==> config.mk <==
export PLATFORM = sky130hd
export DESIGN_NAME = instr_fetch
export DESIGN_NICKNAME = d
export VERILOG_FILES = /design/src/rtl/cpu_pkg.sv /design/src/rtl/instr_fetch.sv
export SDC_FILE = /design/constraint.sdc
export NUM_CORES = 1
export LEC_CHECK = 0
export BUFFER_PORTS_ARGS = -buffer_cell sky130_fd_sc_hd__buf_4
export CAP_MARGIN = 15
export CELL_PAD_IN_SITES_DETAIL_PLACEMENT = 0
export CELL_PAD_IN_SITES_GLOBAL_PLACEMENT = 1
export CORE_ASPECT_RATIO = 0.7
export CORE_UTILIZATION = 38
export CTS_CLUSTER_SIZE = 14
export DETAILED_ROUTE_END_ITERATION = 12
export PLACE_DENSITY_LB_ADDON = 0.1
export SETUP_SLACK_MARGIN = 0.2
export SYNTH_ARGS = -nofsm -noshare
export SYNTH_HDL_FRONTEND = slang
export SYNTH_SLANG_ARGS = --single-unit
==> constraint.sdc <==
create_clock -name clk -period 2.86 [get_ports clk]
set_clock_uncertainty 0.05 [all_clocks]
set_input_delay 0 -clock clk [delete_from_list [all_inputs] [get_ports clk]]
set_output_delay 0 -clock clk [all_outputs]
set_load 0.01 [all_outputs]
==> src/rtl/cpu_pkg.sv <==
// Shared CPU definitions: default bus widths, fetch state encoding and the NOP word.
package cpu_pkg;

  localparam int unsigned ADDR_W_DEF  = 8;
  localparam int unsigned INSTR_W_DEF = 16;

  localparam logic [1:0] FETCH_IDLE  = 2'd0;
  localparam logic [1:0] FETCH_REQ   = 2'd1;
  localparam logic [1:0] FETCH_VALID = 2'd2;
  localparam logic [1:0] FETCH_REDIR = 2'd3;

  typedef enum logic [1:0] {
    StIdle  = FETCH_IDLE,
    StReq   = FETCH_REQ,
    StValid = FETCH_VALID,
    StRedir = FETCH_REDIR
  } fetch_state_e;

  localparam logic [15:0] NOP = 16'h0000;

endpackage

==> src/rtl/instr_fetch.sv <==
// Instruction fetch: reads imem at PC over REQ/ACK, holds the word in IR until decode takes it.
module instr_fetch
  import cpu_pkg::*;
#(
  parameter int unsigned ADDR_W  = ADDR_W_DEF,
  parameter int unsigned INSTR_W = INSTR_W_DEF
) (
  input  logic               clk,
  input  logic               rst_n,
  input  logic               run,
  input  logic [ADDR_W-1:0]  pc,
  output logic               pc_en,
  input  logic               flush,
  output logic               imem_req,
  output logic [ADDR_W-1:0]  imem_addr,
  input  logic               imem_ack,
  input  logic [INSTR_W-1:0] imem_data,
  output logic [INSTR_W-1:0] ir,
  output logic [ADDR_W-1:0]  ir_pc,
  output logic               ir_valid,
  input  logic               ir_ready
);

  fetch_state_e       state_q, state_d;
  logic               req_q, req_d;
  logic [ADDR_W-1:0]  addr_q, addr_d;
  logic [INSTR_W-1:0] ir_q, ir_d;
  logic [ADDR_W-1:0]  ir_pc_q, ir_pc_d;
  logic               valid_q, valid_d;

  always_ff @(posedge clk or negedge rst_n) begin
    if (!rst_n) begin
      state_q <= StIdle;
      req_q   <= 1'b0;
      addr_q  <= '0;
      ir_q    <= INSTR_W'(NOP);
      ir_pc_q <= '0;
      valid_q <= 1'b0;
    end else begin
      state_q <= state_d;
      req_q   <= req_d;
      addr_q  <= addr_d;
      ir_q    <= ir_d;
      ir_pc_q <= ir_pc_d;
      valid_q <= valid_d;
    end
  end

  // A flushed ACK must not advance the PC: the branch unit is loading it this cycle.
  assign pc_en = (state_q == StReq) & imem_ack & ~flush;

  always_comb begin
    state_d = state_q;
    req_d   = req_q;
    addr_d  = addr_q;
    ir_d    = ir_q;
    ir_pc_d = ir_pc_q;
    valid_d = valid_q;

    if (flush) begin
      state_d = StRedir;
      req_d   = 1'b0;
      valid_d = 1'b0;
    end else begin
      unique case (state_q)
        StIdle: begin
          if (run) begin
            state_d = StReq;
            req_d   = 1'b1;
            addr_d  = pc;
          end
        end
        StReq: begin
          if (imem_ack) begin
            state_d = StValid;
            req_d   = 1'b0;
            ir_d    = imem_data;
            ir_pc_d = addr_q;
            valid_d = 1'b1;
          end
        end
        StValid: begin
          if (valid_q && ir_ready) begin
            valid_d = 1'b0;
            if (run) begin
              state_d = StReq;
              req_d   = 1'b1;
              addr_d  = pc;
            end else begin
              state_d = StIdle;
            end
          end
        end
        StRedir: begin
          if (run) begin
            state_d = StReq;
            req_d   = 1'b1;
            addr_d  = pc;
          end else begin
            state_d = StIdle;
          end
        end
        default: state_d = StIdle;
      endcase
    end
  end

  assign imem_req  = req_q;
  assign imem_addr = addr_q;
  assign ir        = ir_q;
  assign ir_pc     = ir_pc_q;
  assign ir_valid  = valid_q;

endmodule

==> metrics.txt <==
status=finished clean; Leakage Power=0.00107 uW; # port buffers=64; Req. time, crit path=2.98 ns; Setup Total Neg Slack=0 ns; H-tree depth=2; worst-path maximum fanout=8; Setup crit start=ir_valid; WL final=3080 um; flop and latch count out of synthesis=36; die width=74.6 um; hold wc startpoint=run; CP max stage delay=0.74 ns; # resized after CTS=0; pin count of the biggest net entering global routing=37; clk root buf=clkbuf_8; share of cells above drive strength 1=58.3%; hpwl dp=1970 um; RePlAce Congestion=0.754; CP Launch Type=flip-flop; Syn Inst Count=89; I/O pin total=65; Core Box Area=3510 um^2; sequential area share after synthesis=64.3%; CTS Buffer Depth=2; power density over the cells=766 nW/um^2; Crit Path Class=flip-flop to flip-flop; Netlist Area Pre-Place=1400 um^2; grt total ovfl=0; maximum clock frequency=541 MHz; post-DR vias/cell=4.43; Die Span Y=52.8 um; Syn-to-layout area delta=64.5%; hold slack=0.0148 ns; Hold Crit Class=primary input to flip-flop; initial antenna violation count=0; Worst Setup End Kind=flip-flop; average size of a mapped cell=15.7 um^2; Final setup viols=0; Worst path slowest cell=a2111oi_4; Tcrit/Tclk final=64.6%; total chip power=1770 uW; vias in the first global route=970; Initial DRC Count=34; Clock Latency Late Sink=0.28 ns; worst path cell trace=nand2_1 > a2111oi_4 > mux2_2; TritonCTS Buffers=5; per-cell routed wire length=13.0 um; DRC Markers=0; Sink Count=36; Synth cell types=14; die footprint=3940 um^2; Pins Over Slew Limit=0; syn_nets=119; Final Hold Violating Endpoints=0; antenna cells=0; RSZ-0062 raised after global routing=false; # Max-Cap Violations=0; row count=18; slew margin rel.=52.3%; Crit path arrival time=1.96 ns; post-layout min period=1.85 ns; RR Startpoint=ir_valid; DR vias=1049; first-pass GRT wire length=4500 um; DRT antenna net count=0; Pre-antenna DRT Iters=2; Warnings, synthesis=0; commonest non-fill, non-tap cell in the layout=buf_4; most frequent cells in the layout=65 x buf_4, 36 x dfrtp_1, 32 x mux2_2, 27 x dlygate4sd3_1, 6 x clkbuf_8; CTS tree=yes; Initial Utilization=39.9%; Slew @ Worst Pin=0.715 ns; clk slew on worst S/H paths=0.07 ns; Total GRT Usage=16.5%; nets=216; worst vdd ir=0.521 mV
[path summary, 6_finish.rpt]
kind / end / cells after the start / slack, ns
max: imem_addr[7] / 3 / 1.01
min: state_q[0] / 3 / 0.01
max reg2reg: imem_addr[7] / 3 / 1.01
min reg2reg: ir[2] / 1 / 0.46
max in group asynchronous: state_q[0] / 2 / 2.30
min in group asynchronous: ir[2] / 2 / 0.16
[cells in the mapped netlist]
cell type	instances	area, um^2
a21oi_1	2	10.0
dfrtp_1	36	901
nor2b_1	3	18.8
a31o_2	1	8.76
mux2_2	32	360
o21ai_0	1	5.00
inv_1	1	3.75
a2111oi_4	1	27.5
nor2_2	1	6.26
nand3b_1	2	15.0
a211o_1	1	8.76
nand2_1	5	18.8
buf_2	2	10.0
or2_2	1	6.26
[layer usage]
| layer | global-route usage, % | wire [um] |
|---|---|---|
| met3 | 8.08 | 222 |
| met1 | 19.3 | 1370 |
| met2 | 26.4 | 1470 |
| met5 | 0 | 0 |
| met4 | 5.66 | 14 |
[final cells by class]
| cell class | count | area (um^2) |
|---|---|---|
| Inverter | 1 | 3.75 |
| Tap cell | 50 | 62.6 |
| Fill cell | 269 | 1210 |
| Clock buffer | 6 | 82.6 |
| Sequential cell | 36 | 901 |
| Timing Repair Buffer | 92 | 758 |
| Multi-Input combinational cell | 50 | 485 |
| Clock inverter | 2 | 10.0 |
[worst max-delay path, delay by kind of cell, from the launching register on]
family,cells,cell delay (ns)
compound gates,1,0.74
flops,1,0.39
mux,1,0.41
simple gates,1,0.15
[registers in the layout, summed over array words and instances, names as in the netlist]
| signal | cells |
|---|---|
| ir | 16 |
| imem_addr | 8 |
| ir_pc | 8 |
| state_q | 2 |
| imem_req | 1 |
| ir_valid | 1 |
[stage by stage]
stage	area (um^2)	utilization (%)	instances	setup WS (ns)
2_1_floorplan	1400	-	89	1.21
3_3_place_gp	1940	55.2	202	1.03
3_5_place_dp	1940	55.2	202	0.990
4_1_cts	2300	65.6	237	0.985
5_1_grt	2300	65.6	237	0.896
6_report	2300	65.6	237	1.01
[what timing repair did]
action	in CTS	in global routing
buffers inserted	0	0
endpoints found under the hold margin	64	0
hold buffers	27	0
[cell families (layout without fill, tap and decap cells)]
logic type / Yosys count / count (layout) / synth area share, %
buffers and inverters: 3 / 101 / 0.983
AND/OR/NAND/NOR: 12 / 12 / 4.65
multiplexers: 32 / 32 / 25.7
AO/OA/AOI/OAI: 6 / 6 / 4.29
flip-flops: 36 / 36 / 64.3
[power by group]
group	total [uW]	internal (uW)	switching, uW	leakage, uW
registers	784	681	103	0.000429
logic	620	386	233	0.000594
clock network	362	192	170	0.0000510
total	1770	1260	507	0.00107
Power figures use the tool's default switching activity.
